===== src/rtl/cp0_ext.sv =====
// MIPS-style coprocessor 0 subset: Count/Compare timer, Status/Cause/EPC/BadVAddr,
// interrupt request generation and exception/ERET bookkeeping.
module cp0_ext #(
  parameter int          HWI_NUM      = 5,
  parameter int          COUNT_DIV    = 2,
  parameter logic [31:0] PRID_VALUE   = 32'h0000_4220,
  parameter logic [31:0] CONFIG_VALUE = 32'h8000_0000
) (
  input  logic               clk,
  input  logic               rst,
  input  logic               write_en,
  input  logic [4:0]         write_addr,
  input  logic [31:0]        write_data,
  input  logic [4:0]         read_addr,
  output logic [31:0]        data_out,
  input  logic [HWI_NUM-1:0] interrupt,
  input  logic               exc_valid,
  input  logic [4:0]         exc_code,
  input  logic               exc_badvaddr_valid,
  input  logic [31:0]        exc_badvaddr,
  input  logic               eret,
  input  logic               delayslot_flag,
  input  logic [31:0]        current_pc_addr,
  output logic [31:0]        status,
  output logic [31:0]        cause,
  output logic [31:0]        epc,
  output logic               int_req
);

  localparam int             DIV_W    = (COUNT_DIV > 1) ? $clog2(COUNT_DIV) : 1;
  localparam logic [DIV_W-1:0] DIV_LAST = DIV_W'(COUNT_DIV - 1);

  localparam logic [4:0] ADDR_BADVADDR = 5'd8;
  localparam logic [4:0] ADDR_COUNT    = 5'd9;
  localparam logic [4:0] ADDR_COMPARE  = 5'd11;
  localparam logic [4:0] ADDR_STATUS   = 5'd12;
  localparam logic [4:0] ADDR_CAUSE    = 5'd13;
  localparam logic [4:0] ADDR_EPC      = 5'd14;
  localparam logic [4:0] ADDR_PRID     = 5'd15;
  localparam logic [4:0] ADDR_CONFIG   = 5'd16;

  logic [31:0]      badvaddr_q, badvaddr_d;
  logic [31:0]      count_q,    count_d;
  logic [31:0]      compare_q,  compare_d;
  logic [DIV_W-1:0] div_q,      div_d;
  logic             timer_q,    timer_d;
  logic [7:0]       im_q,       im_d;
  logic             exl_q,      exl_d;
  logic             ie_q,       ie_d;
  logic             bd_q,       bd_d;
  logic [4:0]       exccode_q,  exccode_d;
  logic             ip_tim_q,   ip_tim_d;
  logic [4:0]       ip_hw_q,    ip_hw_d;
  logic [1:0]       ip_sw_q,    ip_sw_d;
  logic [31:0]      epc_q,      epc_d;
  logic             int_req_q,  int_req_d;

  logic        wr_count, wr_compare, wr_status, wr_cause, wr_epc;
  logic [4:0]  hw_lines;
  logic [7:0]  cause_ip;
  logic [31:0] status_val, cause_val;
  logic [31:0] read_val;

  assign wr_count   = write_en && (write_addr == ADDR_COUNT);
  assign wr_compare = write_en && (write_addr == ADDR_COMPARE);
  assign wr_status  = write_en && (write_addr == ADDR_STATUS);
  assign wr_cause   = write_en && (write_addr == ADDR_CAUSE);
  assign wr_epc     = write_en && (write_addr == ADDR_EPC);

  // Hardware line i lands in IP[2+i] (Cause[10+i]); missing lines read as 0.
  always_comb begin
    hw_lines = '0;
    for (int i = 0; i < HWI_NUM; i++) hw_lines[i] = interrupt[i];
  end

  assign cause_ip   = {ip_tim_q, ip_hw_q, ip_sw_q};
  assign status_val = {9'b0, 1'b1, 6'b0, im_q, 6'b0, exl_q, ie_q};
  assign cause_val  = {bd_q, timer_q, 14'b0, cause_ip, 1'b0, exccode_q, 2'b0};

  always_comb begin
    count_d = count_q;
    div_d   = div_q;
    if (wr_count) begin
      count_d = write_data;
      div_d   = '0;
    end else if (div_q == DIV_LAST) begin
      count_d = count_q + 32'd1;
      div_d   = '0;
    end else begin
      div_d = div_q + DIV_W'(1);
    end
  end

  // A Compare write both reloads Compare and acknowledges the timer, beating a new match.
  always_comb begin
    compare_d = wr_compare ? write_data : compare_q;
    timer_d   = timer_q;
    if ((count_q == compare_q) && (compare_q != 32'd0)) timer_d = 1'b1;
    if (wr_compare) timer_d = 1'b0;
  end

  always_comb begin
    im_d       = wr_status ? write_data[15:8] : im_q;
    ie_d       = wr_status ? write_data[0]    : ie_q;
    exl_d      = wr_status ? write_data[1]    : exl_q;
    ip_sw_d    = wr_cause  ? write_data[9:8]  : ip_sw_q;
    ip_hw_d    = hw_lines;
    ip_tim_d   = timer_q;
    epc_d      = wr_epc ? write_data : epc_q;
    bd_d       = bd_q;
    exccode_d  = exccode_q;
    badvaddr_d = badvaddr_q;
    if (exc_valid) begin
      exccode_d = exc_code;
      exl_d     = 1'b1;
      if (exc_badvaddr_valid) badvaddr_d = exc_badvaddr;
      // A nested exception keeps the original return point.
      if (!exl_q) begin
        bd_d  = delayslot_flag;
        epc_d = delayslot_flag ? (current_pc_addr - 32'd4) : current_pc_addr;
      end
    end else if (eret) begin
      exl_d = 1'b0;
    end
  end

  assign int_req_d = ie_q & ~exl_q & (|(cause_ip & im_q));

  always_ff @(posedge clk or negedge rst) begin
    if (!rst) begin
      badvaddr_q <= '0;
      count_q    <= '0;
      compare_q  <= '0;
      div_q      <= '0;
      timer_q    <= 1'b0;
      im_q       <= '0;
      exl_q      <= 1'b0;
      ie_q       <= 1'b0;
      bd_q       <= 1'b0;
      exccode_q  <= '0;
      ip_tim_q   <= 1'b0;
      ip_hw_q    <= '0;
      ip_sw_q    <= '0;
      epc_q      <= '0;
      int_req_q  <= 1'b0;
    end else begin
      badvaddr_q <= badvaddr_d;
      count_q    <= count_d;
      compare_q  <= compare_d;
      div_q      <= div_d;
      timer_q    <= timer_d;
      im_q       <= im_d;
      exl_q      <= exl_d;
      ie_q       <= ie_d;
      bd_q       <= bd_d;
      exccode_q  <= exccode_d;
      ip_tim_q   <= ip_tim_d;
      ip_hw_q    <= ip_hw_d;
      ip_sw_q    <= ip_sw_d;
      epc_q      <= epc_d;
      int_req_q  <= int_req_d;
    end
  end

  always_comb begin
    read_val = '0;
    case (read_addr)
      ADDR_BADVADDR: read_val = badvaddr_q;
      ADDR_COUNT:    read_val = count_q;
      ADDR_COMPARE:  read_val = compare_q;
      ADDR_STATUS:   read_val = status_val;
      ADDR_CAUSE:    read_val = cause_val;
      ADDR_EPC:      read_val = epc_q;
      ADDR_PRID:     read_val = PRID_VALUE;
      ADDR_CONFIG:   read_val = CONFIG_VALUE;
      default:       read_val = '0;
    endcase
  end

  // Visible outputs are held at zero for as long as reset is asserted.
  assign data_out = rst ? read_val   : 32'd0;
  assign status   = rst ? status_val : 32'd0;
  assign cause    = rst ? cause_val  : 32'd0;
  assign epc      = rst ? epc_q      : 32'd0;
  assign int_req  = int_req_q;

endmodule

===== config.mk =====
export PLATFORM = sky130hd
export DESIGN_NAME = cp0_ext
export DESIGN_NICKNAME = d
export VERILOG_FILES = /design/src/rtl/cp0_ext.sv
export SDC_FILE = /design/constraint.sdc
export NUM_CORES = 1
export LEC_CHECK = 0
export ABC_AREA = 1
export BUFFER_PORTS_ARGS = -buffer_cell sky130_fd_sc_hd__buf_2
export CAP_MARGIN = 20
export CORE_ASPECT_RATIO = 1.5
export CORE_MARGIN = 4
export CORE_UTILIZATION = 46
export DETAILED_ROUTE_END_ITERATION = 7
export PLACE_DENSITY = 0.7
export SLEW_MARGIN = 20
export SYNTH_ARGS = -nofsm -noshare
export SYNTH_HDL_FRONTEND = slang
export SYNTH_SLANG_ARGS = --single-unit
export TNS_END_PERCENT = 50

===== constraint.sdc =====
create_clock -name clk -period 3.41 [get_ports clk]
set_clock_uncertainty 0.15 [all_clocks]
set_input_delay 0.341 -clock clk [delete_from_list [all_inputs] [get_ports clk]]
set_output_delay 0.341 -clock clk [all_outputs]
set_load 0.01 [all_outputs]

* Word-level counts from Yosys, hierarchy flattened
Cells that the tools add are included.
** Cells by class
- $add $sub $neg :: 3
- Equality and inequality tests :: 14
- Multiplexer cells :: 18
- Bitwise operators :: 4
- Reductions and logical operators :: 13
** Operators by type and width (number)
- $mux 32 :: 9
- $pmux 32 s8 :: 1
- $eq 5x4->1 const B :: 12
- $add 32x1->32 const B :: 1
- $eq 32x32->1 :: 1
- $reduce_bool 32->1 :: 1
- $sub 32x3->32 const B :: 1
- $mux 23 :: 1
- $and 8x8->8 :: 1
- $reduce_or 8->1 :: 1
- $mux 1 :: 7
- $logic_and 1x1->1 :: 6
- $eq 5x5->1 const B :: 1
- $reduce_and 2->1 :: 2
- $reduce_bool 2->1 :: 2
- $reduce_bool 3->1 :: 1
- $and 1x1->1 :: 2
- $add 1x1->1 const B :: 1
- $not 1->1 :: 1
** Word-level totals
- Register bits :: 155
- Word-level logic and storage cells :: 67

* Depth between registers and ports, before layout
Gate-level depths: netlist of run 1.
- Word-level depth :: 5
- Depth in mapped cells :: 12
- Depth with buffers taken out :: 12

* Least setup slack after synthesis of run 1
OpenSTA, ideal clock, no wires.
- Path type :: in2out
- From :: input port read_addr[0]
- To :: output port data_out[6]
- Arrival :: 1277 ps
- Required time :: 2919 ps
- Setup slack :: 1642 ps
- Stages on the path :: 8
- Path buffers :: 1
- Cells stage by stage :: nor2_1 nand2_1 nor2_2 buf_2 nand2_1 o21ai_0 a21oi_1 a31oi_1
** Between the ends
- Longest elaborated chain between the ends :: 3
- Elaborated cells on any way between the ends :: 10
** Ends and longest elaborated chain
- start, declared :: line 14 : input logic [4:0] read_addr,
- $eq 5x5->1 or $eq 5x4->1 (tied branches) :: line 167 : case (read_addr)
- $pmux 32 s8 * :: line 167
- $mux 32 * :: line 181 : assign data_out = rst ? read_val : 32'd0;
- end, declared :: line 15 : output logic [31:0] data_out,
Every way passes the cells marked *; elsewhere a longest branch is shown, timed or not.

* Worst setup path after layout of run 1
- From :: input port rst
- To :: output port data_out[0]
** Between the ends
- Longest elaborated chain between the ends :: 1
** Ends and longest elaborated chain
- start, declared :: line 10 : input logic rst,
- $mux 32 :: line 181
No other way between the ends.

==> flow_summary.json, run 1 <==
{
  "routed_wl_um": 37800,
  "gp_congestion": 0.984,
  "grt_start_max_net_pins": 64,
  "gr-total-overflow": 0,
  "via_count_normalized_by_instance_count": 5.40,
  "nNetsFinal": 1837,
  "syn2layout_area_growth_pct": 20.2,
  "worst_setup_sp": "rst",
  "cts_buffers": 17,
  "synth_seq_cells": 155,
  "ys.warnings.count": 0,
  "setup-tns-final_ps": 0,
  "die-height_um": 192,
  "slowest_cp_cell": "sky130_fd_sc_hd__dlygate4sd3_1",
  "drt-initial-drc-count": 1114,
  "cts_tree": "built",
  "worst_setup_hold_path_clk_slew_ps": 70,
  "synth_top_cell_by_area": "sky130_fd_sc_hd__dfrtp_1",
  "routedWlPerCell_um": 18.9,
  "finalCriticalPeriod_ps": 3040,
  "timing.critical_path.cells": "dlygate4sd3_1, clkbuf_8, clkinv_1, buf_16, a41oi_1, buf_2",
  "pwr_density_cell_nw_per_um2": 517,
  "clock_tree.htree_level_count": 4,
  "yosysUniqueCellTypes": 47,
  "yosys-top-cells-area": "sky130_fd_sc_hd__dfrtp_1 37%, sky130_fd_sc_hd__nand2_1 16%, sky130_fd_sc_hd__inv_1 7.8%, sky130_fd_sc_hd__o21ai_0 5.6%, sky130_fd_sc_hd__nor2_1 4.1%",
  "first_pass_grt_wire_length_um": 58100,
  "sum_of_net_half_perimeters_after_detailed_placement_um": 29200,
  "clock_latency_ps": 450,
  "share_comb_of_total_power_pct": 27.5,
  "worst_ir_drop_vdd_v": 0.000403,
  "finalMaxSlewViolations": 0,
  "crit-reg2reg-launch": "count_q[0]$_DFFE_PN0N_",
  "cap_violations": 0,
  "worstPathBufferInverterCount": 5,
  "worst_r2r_endpoint": "count_q[28]$_DFFE_PN0N_",
  "place_area_um2": 11500,
  "synthesis.area_per_instance_um2": 7.02,
  "critical_path_required_ps": 2920,
  "final_cell_area_um2": 12500,
  "synthDominantCellAreaShare_pct": 37.2,
  "boundaryPins": 252,
  "clock_path_buffers": 2,
  "cellInternalPower_uw": 3990,
  "timing.fmax_mhz": 329,
  "antenna_violating_nets_post_route": 0,
  "critPathKind": "in2out",
  "numPortBuffers": 213,
  "switching_share_pct": 38.4,
  "syn_area_um2": 10400,
  "worstSetupPathDepth": 6,
  "fp-row-count": 67,
  "final_min_period_over_clock_period_pct": 89.0,
  "horizontal_die_dimension_um": 131,
  "clkSinkCount": 155,
  "track_usage_pct": 30.4,
  "setup_violations": 0,
  "grt_setup_unrepaired": "false",
  "cts_setup_buffers": 0,
  "clock_tree.root_cell": "sky130_fd_sc_hd__clkbuf_16",
  "drive_above_1_share_pct": 20.0,
  "critPathTopFamily": "buffers and inverters",
  "critPathCaptureType": "primary output",
  "worst-r2r-setup-slack_ps": 1380,
  "antenna_found_initial": 2,
  "drc": 0,
  "p_leak_uw": 0.00654,
  "timing.critical_path.arrival_ps": 2550,
  "syn_inst": 1484,
  "hold_buffers": 40,
  "status": "finished, final reports clean",
  "slew-limit-headroom_pct": 59.0,
  "hold_violations": 0,
  "number_of_global_route_vias_before_repair": 10500,
  "max_stage_delay_ps": 540,
  "gates_resized_cts_repair": 0,
  "detailroute.via_count": 10800,
  "critical_path.max_fanout": 55,
  "p_seq_share_pct": 43.8,
  "worst_setup_path_endpoint": "data_out[0]",
  "clockPowerShare_pct": 28.7,
  "worst-slew-pin-transition_ps": 615,
  "placed_cells": 1928,
  "final-instance-count-excl-fill": 2003,
  "synth.yosys.seq_area_share_pct": 37.2,
  "worst_setup_path_start_kind": "primary input",
  "die_area_um2": 25200,
  "power_switching_uw": 2480,
  "holdPathStages": 2,
  "detail_route.first_pass.iterations": 7,
  "r2r.worst_path.cells": 10,
  "hold_class": "in2reg",
  "initial_utilization_pct": 46.7,
  "placeableCoreArea_um2": 22300
}
cells in the mapped netlist (all sizes together):
cell type and count:
dfrtp 155, o211ai 12, inv 226, a22oi 10, o22ai 18, xor2 18
nor3 21, a22o 2, o31ai 1, clkbuf 29, xnor2 25, a21oi 42
a41oi 8, nand2 444, nor2 132, nand3b 1, nand3 49, o21ai 124
a211oi 3, conb 1, ha 2, o21bai 4, o221ai 7, o211a 1
a221oi 2, mux2 32, nand4 22, a21boi 1, or2 4, a31oi 20
buf 68
power by group through the flow:
stage | logic [µW] | registers (µW) | clock network (µW)
2_1_floorplan | 1320 | 2580 | 0
3_3_place_gp | 1670 | 2830 | 0
3_5_place_dp | 1710 | 2840 | 0
4_1_cts | 1760 | 2810 | 1870
5_1_grt | 2010 | 2870 | 1960
6_report | 1780 | 2830 | 1860
logic make-up (layout without fill, tap and decap cells):
kind of cell / after synthesis / in the layout / share of synthesized area [%]
mux: 32 / 32 / 3.46
fa+ha+maj: 2 / 2 / 0.240
flops: 155 / 155 / 37.2
buf+inv: 323 / 527 / 13.6
simple gates: 673 / 673 / 27.6
xor+xnor: 43 / 43 / 3.61
compound gates: 255 / 255 / 14.2
other cells: 1 / 40 / 0.0360
how the worst min path moves through the flow:
| stage | from | slack (ps) | endpoint |
|---|---|---|---|
| after floorplan | rst | -100 | badvaddr_q[0]$_DFFE_PN0P_ |
| after global placement | rst | 150 | count_q[0]$_DFFE_PN0N_ |
| after detailed placement | rst | 150 | count_q[0]$_DFFE_PN0N_ |
| after CTS | exc_badvaddr[9] | 3 | badvaddr_q[9]$_DFFE_PN0P_ |
| after global routing | exc_badvaddr[24] | 8 | badvaddr_q[24]$_DFFE_PN0P_ |
| final | exc_badvaddr[24] | 10 | badvaddr_q[24]$_DFFE_PN0P_ |
routing by layer:
metal | vias up | share of wire (%) | track usage, %
met3 | 109 | 6.9 | 4.32
met2 | 569 | 49 | 50.1
met4 | 0 | 4.6 | 13.9
li1 | 5115 | - | -
met1 | 5028 | 39 | 39.4
met5 | - | 0 | 0
flip-flops by register name (all words and copies together) (netlist names):
| register | flops |
|---|---|
| badvaddr_q | 32 |
| bd_q | 1 |
| compare_q | 32 |
| count_q | 32 |
| div_q | 1 |
| epc_q | 32 |
| exccode_q | 5 |
| exl_q | 1 |
| ie_q | 1 |
| im_q | 8 |
| int_req | 1 |
| ip_hw_q | 5 |
| ip_sw_q | 2 |
| ip_tim_d | 1 |
| ip_tim_q | 1 |
through the flow:
step	worst slack (ps)	util [%]	hold WS [ps]	total power, µW
3_3_place_gp	905	51.7	149	4500
6_report	374	56.2	12.5	6470
2_1_floorplan	1640	-	-105	3900
3_5_place_dp	851	51.7	152	4540
4_1_cts	315	56.0	3.09	6450
5_1_grt	260	56.2	8.10	6840
cell usage in the layout, fill, tap and decap left out, types with 8 or more instances in the layout:
cell                            netlist  routed
sky130_fd_sc_hd__a21oi_1             42      42
sky130_fd_sc_hd__a22oi_1             10      10
sky130_fd_sc_hd__a31oi_1             20      20
sky130_fd_sc_hd__a41oi_1              8       8
sky130_fd_sc_hd__buf_2               23     212
sky130_fd_sc_hd__buf_4               44      15
sky130_fd_sc_hd__clkbuf_16            0      17
sky130_fd_sc_hd__conb_1               1      38
sky130_fd_sc_hd__dfrtp_1            155     155
sky130_fd_sc_hd__dlygate4sd3_1        0      40
sky130_fd_sc_hd__inv_1              217     216
sky130_fd_sc_hd__inv_2                9       9
sky130_fd_sc_hd__mux2_2              32      32
sky130_fd_sc_hd__nand2_1            436     436
sky130_fd_sc_hd__nand3_1             44      43
sky130_fd_sc_hd__nand4_1             22      22
sky130_fd_sc_hd__nor2_1             113     112
sky130_fd_sc_hd__nor2_2              13      14
sky130_fd_sc_hd__nor3_1              15      15
sky130_fd_sc_hd__o211ai_1            12      12
sky130_fd_sc_hd__o21ai_0            116     116
sky130_fd_sc_hd__o22ai_1             18      18
sky130_fd_sc_hd__xnor2_1             25      25
sky130_fd_sc_hd__xor2_1              18      18
worst reg2reg max path, delay by kind of cell, from the launching register on:
| family | cells | cell delay [ps] |
|---|---|---|
| adders and majority gates | 1 | 240 |
| DFF | 1 | 520 |
| and+or+nand+nor | 9 | 980 |
cell type report:
class / instances / area (µm²)
antenna: 2 / 5.00
clock buffer: 17 / 425
clock inverter: 15 / 138
fill: 2213 / 9780
inverter: 226 / 848
multi-input combinational: 1043 / 5270
sequential: 155 / 3880
tap: 276 / 345
timing repair buffer: 269 / 1620
Power figures use the tool's default switching activity.
==> run 2: changes to the inputs <==
--- a/config.mk
+++ b/config.mk
@@ -6,13 +6,14 @@
 export NUM_CORES = 1
 export LEC_CHECK = 0
 export ABC_AREA = 1
+export ABC_CLOCK_PERIOD_IN_PS = 3410
 export BUFFER_PORTS_ARGS = -buffer_cell sky130_fd_sc_hd__buf_2
 export CAP_MARGIN = 20
 export CORE_ASPECT_RATIO = 1.5
 export CORE_MARGIN = 4
 export CORE_UTILIZATION = 46
 export DETAILED_ROUTE_END_ITERATION = 7
-export PLACE_DENSITY = 0.7
+export PLACE_DENSITY = 0.73
 export SLEW_MARGIN = 20
 export SYNTH_ARGS = -nofsm -noshare
 export SYNTH_HDL_FRONTEND = slang
==> flow_summary.json, run 2 (synthesis gave the netlist of run 1 again) <==
{
  "worst_setup_path_start_kind": "primary input",
  "mostFrequentLayoutCell": "sky130_fd_sc_hd__nand2_1",
  "num-fill-cells": 2180,
  "hold_end": "badvaddr_q[23]$_DFFE_PN0P_",
  "pwr_density_cell_nw_per_um2": 528,
  "detailroute.via_count": 10800,
  "clock_latency_ps": 440,
  "via_count_normalized_by_instance_count": 5.39,
  "fp-row-count": 67,
  "track_usage_pct": 30.5,
  "cts_tree": "built",
  "critPathKind": "in2out",
  "p_leak_uw": 0.00654,
  "grt_most_used_layer": "met2",
  "worstHoldStart": "exc_badvaddr[23]",
  "boundaryPins": 252,
  "finalMaxSlewViolations": 0,
  "clock_tree.root_cell": "sky130_fd_sc_hd__clkbuf_16",
  "sum_of_net_half_perimeters_after_detailed_placement_um": 29500,
  "postLayoutCoreUtil_pct": 56.2,
  "gr-total-overflow": 0,
  "drive_above_1_share_pct": 19.9,
  "grt_setup_unrepaired": "false",
  "routed_wl_um": 38100,
  "clock_path_buffers": 2,
  "syn2layout_area_growth_pct": 20.2,
  "cts_buffers": 17,
  "gp_congestion": 0.995,
  "crit-reg2reg-launch": "count_q[0]$_DFFE_PN0N_",
  "finalHoldWorstSlack_ps": 13.2,
  "critical_path.max_fanout": 26,
  "grtUsageMet1_pct": 38.5,
  "die_area_um2": 25200,
  "number_of_global_route_vias_before_repair": 10300,
  "initial_utilization_pct": 46.7,
  "grt_util_met2_pct": 50.6,
  "grt_start_max_net_pins": 134,
  "cap_violations": 0,
  "cts_setup_buffers": 0,
  "antenna_found_initial": 1,
  "register_area_um2": 3880,
  "finalCriticalPeriod_ps": 2820,
  "die-height_um": 192,
  "worst_setup_hold_path_clk_slew_ps": 60,
  "timing.critical_path.arrival_ps": 2330,
  "clock_tree.htree_level_count": 4,
  "final.setup.worst_slack_ps": 589,
  "hold_violations": 0,
  "place_area_um2": 11500,
  "drt-initial-drc-count": 1126,
  "antenna_violating_nets_post_route": 0,
  "worst-r2r-setup-slack_ps": 1360,
  "drc": 0,
  "setup_violations": 0,
  "worst_r2r_endpoint": "count_q[28]$_DFFE_PN0N_",
  "setup-tns-final_ps": 0,
  "horizontal_die_dimension_um": 131,
  "detail_route.first_pass.iterations": 5,
  "layout.cells.most_common_list": "436 x sky130_fd_sc_hd__nand2_1, 217 x sky130_fd_sc_hd__inv_1, 212 x sky130_fd_sc_hd__buf_2",
  "worst-slew-pin-transition_ps": 1000,
  "routedWlPerCell_um": 19.1,
  "critical_path_required_ps": 2920,
  "dp_slack_ps": 783,
  "hold_class": "in2reg",
  "slew-limit-headroom_pct": 33.2,
  "status": "finished, final reports clean",
  "total_area_of_multi_input_combinational_cells_um2": 5270,
  "final_cell_area_um2": 12500,
  "clkSinkCount": 155,
  "first_pass_grt_wire_length_um": 58000,
  "nNetsFinal": 1832,
  "timing.fmax_mhz": 354,
  "holdPathStages": 2,
  "grt_util_met3_pct": 5.04,
  "critPathCaptureType": "primary output",
  "final_min_period_over_clock_period_pct": 82.7,
  "numPortBuffers": 213,
  "worst_ir_drop_vdd_v": 0.000357,
  "r2r.worst_path.cells": 10,
  "placeableCoreArea_um2": 22300
}
[run 2: worst max-delay path by stage]
stage | start | endpoint | slack, ps | cells after the start
2_1_floorplan | read_addr[0] | data_out[6] | 1640 | 8
3_3_place_gp | read_addr[4] | data_out[22] | 820 | 7
3_5_place_dp | read_addr[4] | data_out[22] | 780 | 7
4_1_cts | rst | data_out[6] | 620 | 6
5_1_grt | rst | data_out[13] | 510 | 6
6_report | rst | data_out[13] | 590 | 6
[run 2: final cells by class]
| cell class | count | area share, % |
|---|---|---|
| Multi-Input combinational cell | 1043 | 42.1 |
| Antenna cell | 1 | 0.0200 |
| Clock inverter | 12 | 1.30 |
| Tap cell | 276 | 2.76 |
| Clock buffer | 20 | 3.65 |
| Timing Repair Buffer | 264 | 12.5 |
| Sequential cell | 155 | 31.0 |
| Inverter | 226 | 6.77 |
[run 2: per-stage QoR]
stage | cells | total power (µW)
finish | 1997 | 6620
CTS | 1995 | 6610
floorplan | 1521 | 3900
global route | 1997 | 6990
global placement | 1927 | 4520
detailed placement | 1927 | 4540
[run 2: what timing repair did]
| item | 4_1_cts | 5_1_grt |
|---|---|---|
| endpoints found under the hold margin | 63 | 1 |
| gates resized for setup | 0 | 0 |
| hold buffers | 36 | 1 |
[run 2: power breakdown]
part           leakage [µW]  internal (µW)  switching, µW
Sequential          0.00191           2230            598
Combinational       0.00433            733           1030
Clock              0.000298           1200            828
[run 2: worst max-delay path, cell delays in order]
cell,delay [ps]
sky130_fd_sc_hd__dlygate4sd3_1,550
sky130_fd_sc_hd__clkbuf_8,190
sky130_fd_sc_hd__inv_1,740
sky130_fd_sc_hd__buf_4,270
sky130_fd_sc_hd__a31oi_1,50
sky130_fd_sc_hd__buf_2,170
[run 2: layer usage]
| metal | up-vias | wire (µm) |
|---|---|---|
| met5 | - | 0 |
| met4 | 0 | 1820 |
| met3 | 109 | 2440 |
| met2 | 459 | 18800 |
| met1 | 5108 | 15000 |
| li1 | 5091 | - |
==> run 3: changes to the inputs <==
--- a/config.mk
+++ b/config.mk
@@ -5,15 +5,15 @@
 export SDC_FILE = /design/constraint.sdc
 export NUM_CORES = 1
 export LEC_CHECK = 0
-export ABC_AREA = 1
-export ABC_CLOCK_PERIOD_IN_PS = 3410
+export ABC_AREA = 0
+export ABC_CLOCK_PERIOD_IN_PS = 2800
 export BUFFER_PORTS_ARGS = -buffer_cell sky130_fd_sc_hd__buf_2
 export CAP_MARGIN = 20
 export CORE_ASPECT_RATIO = 1.5
 export CORE_MARGIN = 4
 export CORE_UTILIZATION = 46
 export DETAILED_ROUTE_END_ITERATION = 7
-export PLACE_DENSITY = 0.73
+export PLACE_DENSITY = 0.75
 export SLEW_MARGIN = 20
 export SYNTH_ARGS = -nofsm -noshare
 export SYNTH_HDL_FRONTEND = slang
==> constraint.sdc (replaced) <==
create_clock -name clk -period 2.8 [get_ports clk]
set_clock_uncertainty 0.15 [all_clocks]
set_input_delay 0.28 -clock clk [delete_from_list [all_inputs] [get_ports clk]]
set_output_delay 0.28 -clock clk [all_outputs]
set_load 0.01 [all_outputs]
==> flow_summary.json, run 3 <==
{
  "status": "finished, final reports clean",
  "routed_wl_um": 29400,
  "worst-r2r-setup-slack_ps": 630,
  "switching_share_pct": 33.4,
  "placed_cells": 1363,
  "worst-slew-pin-transition_ps": 659,
  "synthesis.area_per_instance_um2": 9.90,
  "setup-tns-final_ps": 0,
  "detailroute.via_count": 8311,
  "timing.fmax_mhz": 386,
  "synth_compound_area_share_pct": 11.5,
  "cts_buffers": 17,
  "numPortBuffers": 213,
  "critical_path_required_ps": 2960,
  "antenna_violating_nets_post_route": 0,
  "finalMaxSlewViolations": 0,
  "horizontal_die_dimension_um": 123,
  "pwr_density_cell_nw_per_um2": 618,
  "syn2layout_area_growth_pct": 28.1,
  "final_cell_area_um2": 11800,
  "final_min_period_over_clock_period_pct": 92.6,
  "hold_violations": 0,
  "sum_of_net_half_perimeters_after_detailed_placement_um": 21100,
  "clkSinkCount": 155,
  "share_comb_of_total_power_pct": 22.9,
  "die-height_um": 181,
  "placeableCoreArea_um2": 19700,
  "drt-initial-drc-count": 888,
  "initial_utilization_pct": 46.7,
  "drc": 0,
  "antenna_found_initial": 1,
  "timing.critical_path.arrival_ps": 2750,
  "place_area_um2": 10500,
  "layout.cells.most_common_list": "212 x sky130_fd_sc_hd__buf_2, 155 x sky130_fd_sc_hd__dfrtp_1, 100 x sky130_fd_sc_hd__mux2_2",
  "cap_violations": 0,
  "synth_top_cell_by_area": "sky130_fd_sc_hd__dfrtp_1",
  "boundaryPins": 252,
  "yosysUniqueCellTypes": 49,
  "gr-total-overflow": 0,
  "number_of_global_route_vias_before_repair": 8337,
  "slew-limit-headroom_pct": 56.1,
  "power_switching_uw": 2430,
  "synth_top_family_by_area": "simple AND/OR/NAND/NOR gates",
  "top_cell_types_by_occurrence_after_synthesis": "155 x sky130_fd_sc_hd__dfrtp_1, 100 x sky130_fd_sc_hd__mux2_2, 81 x sky130_fd_sc_hd__xnor2_1",
  "via_count_normalized_by_instance_count": 5.67,
  "hold_class": "in2reg",
  "clockPowerShare_pct": 31.9,
  "syn_inst": 930,
  "synth-adder-area-share_pct": 0.272,
  "synth-main-ff-cell": "sky130_fd_sc_hd__dfrtp_1",
  "detail_route.first_pass.iterations": 8,
  "power_consumption_uw": 7290,
  "most_common_cell_in_the_netlist": "sky130_fd_sc_hd__dfrtp_1",
  "clock_latency_ps": 440,
  "cts_tree": "built",
  "yosys-mux-area-fraction_pct": 13.9,
  "num-fill-cells": 1686,
  "worst_setup_hold_path_clk_slew_ps": 70,
  "clock_tree.htree_level_count": 4,
  "critical_path.max_fanout": 13,
  "p_leak_uw": 0.00501,
  "synth_edf_count": 0,
  "synth_seq_cells": 155,
  "grt_start_max_net_pins": 81,
  "syn_area_um2": 9200,
  "critPathKind": "in2reg",
  "clock_tree.root_cell": "sky130_fd_sc_hd__clkbuf_16",
  "post_synthesis_share_of_cell_area_spent_on_and_or_nand_and_nor_gates_pct": 17.6,
  "routedWlPerCell_um": 20.0,
  "setup_violations": 0,
  "nNetsFinal": 1317,
  "critPathCaptureType": "flop",
  "die_area_um2": 22400,
  "first_pass_grt_wire_length_um": 45200,
  "grt_setup_unrepaired": "false",
  "synth.yosys.seq_area_share_pct": 42.1,
  "finalCriticalPeriod_ps": 2590,
  "drive_above_1_share_pct": 32.1,
  "final-instance-count-excl-fill": 1466,
  "gp_congestion": 0.933,
  "p_seq_share_pct": 45.2,
  "fp-row-count": 63,
  "clock_path_buffers": 2,
  "track_usage_pct": 25.9,
  "worst_setup_path_start_kind": "primary input",
  "synthDominantCellAreaShare_pct": 42.1,
  "ys.warnings.count": 0,
  "yosys.area_share.xor_xnor_pct": 8.47,
  "mostFrequentLayoutCell": "sky130_fd_sc_hd__buf_2",
  "ys_async_sr_fraction_pct": 100,
  "worst_ir_drop_vdd_v": 0.000478,
  "yosys-top-cells-area": "sky130_fd_sc_hd__dfrtp_1 42%, sky130_fd_sc_hd__mux2_2 12%, sky130_fd_sc_hd__xnor2_1 7.7%, sky130_fd_sc_hd__a21oi_1 4.0%, sky130_fd_sc_hd__and2_1 3.9%",
  "cellInternalPower_uw": 4860
}
run 3: cell types whose count changed after synthesis, sizes merged, moves of 56 or more:
cell	previous run	this run
o21ai	124	22
mux2	32	100
xnor2	25	81
and2	0	57
inv	226	7
nor2	132	58
nand2	444	60
run 3: what timing repair did:
item / 4_1_cts / 5_1_grt
hold buffers: 70 / 0
resized for setup: 0 / 0
buffers inserted: 0 / 0
endpoints found under the hold margin: 221 / 0
run 3: critical path, cell delays in order:
cell                            delay (ps)
sky130_fd_sc_hd__dlygate4sd3_1         530
sky130_fd_sc_hd__buf_2                 130
sky130_fd_sc_hd__or4_4                 570
sky130_fd_sc_hd__or4_4                 580
sky130_fd_sc_hd__nor4_1                400
sky130_fd_sc_hd__xnor2_1               170
sky130_fd_sc_hd__o21ai_0                90
run 3: layout make-up:
cell class / count / area, µm² / share of cell area, %
diodes: 1 / 2.50 / 0.0212
clock buffers: 18 / 439 / 3.72
well taps: 260 / 325 / 2.76
clock inverters: 14 / 151 / 1.28
flip-flops and latches: 155 / 3880 / 32.9
repair buffers: 306 / 2020 / 17.2
inverters: 7 / 26.3 / 0.223
multi-input cells: 705 / 4950 / 41.9
run 3: kinds of logic after synthesis:
group / count (synthesis)
other cells: 1
buf+inv: 107
mux: 115
xor+xnor: 89
flops: 155
fa+ha+maj: 2
simple gates: 297
compound gates: 164
run 3: per-layer routing:
| layer | global-route usage, % | wire [µm] | vias to the layer above |
|---|---|---|---|
| met3 | 4.48 | 2020 | 72 |
| li1 | - | - | 3801 |
| met4 | 11.0 | 1090 | 0 |
| met2 | 46.0 | 15400 | 402 |
| met1 | 30.3 | 10900 | 4036 |
| met5 | 0 | 0 | - |
run 3: metrics by stage:
step	utilization, %	hold WS (ps)	setup WS, ps
2_1_floorplan	-	-166	614
3_3_place_gp	53.3	1.54	378
3_5_place_dp	53.3	5.32	296
4_1_cts	59.8	7.31	205
5_1_grt	59.8	16.3	136
6_report	59.8	0.950	208
run 3: final timing paths:
check | cells after the start | start | to
worst min register to register | 1 | badvaddr_q[20]$_DFFE_PN0P_ | badvaddr_q[20]$_DFFE_PN0P_
worst min-delay path | 3 | current_pc_addr[28] | epc_q[28]$_DFF_PN0_
worst max-delay path | 7 | current_pc_addr[15] | epc_q[31]$_DFF_PN0_
worst max register to register | 6 | count_q[3]$_DFFE_PN0N_ | count_q[30]$_DFFE_PN0N_
max in group asynchronous | 4 | rst | count_q[7]$_DFFE_PN0N_
min in group asynchronous | 2 | rst | badvaddr_q[28]$_DFFE_PN0P_
run 3: power by group through the flow:
stage | registers (µW) | logic, µW | clock network (µW)
6_report | 3290 | 1670 | 2330
3_5_place_dp | 3320 | 1570 | 0
5_1_grt | 3350 | 1820 | 2440
4_1_cts | 3280 | 1660 | 2350
3_3_place_gp | 3290 | 1540 | 0
2_1_floorplan | 3060 | 1170 | 0
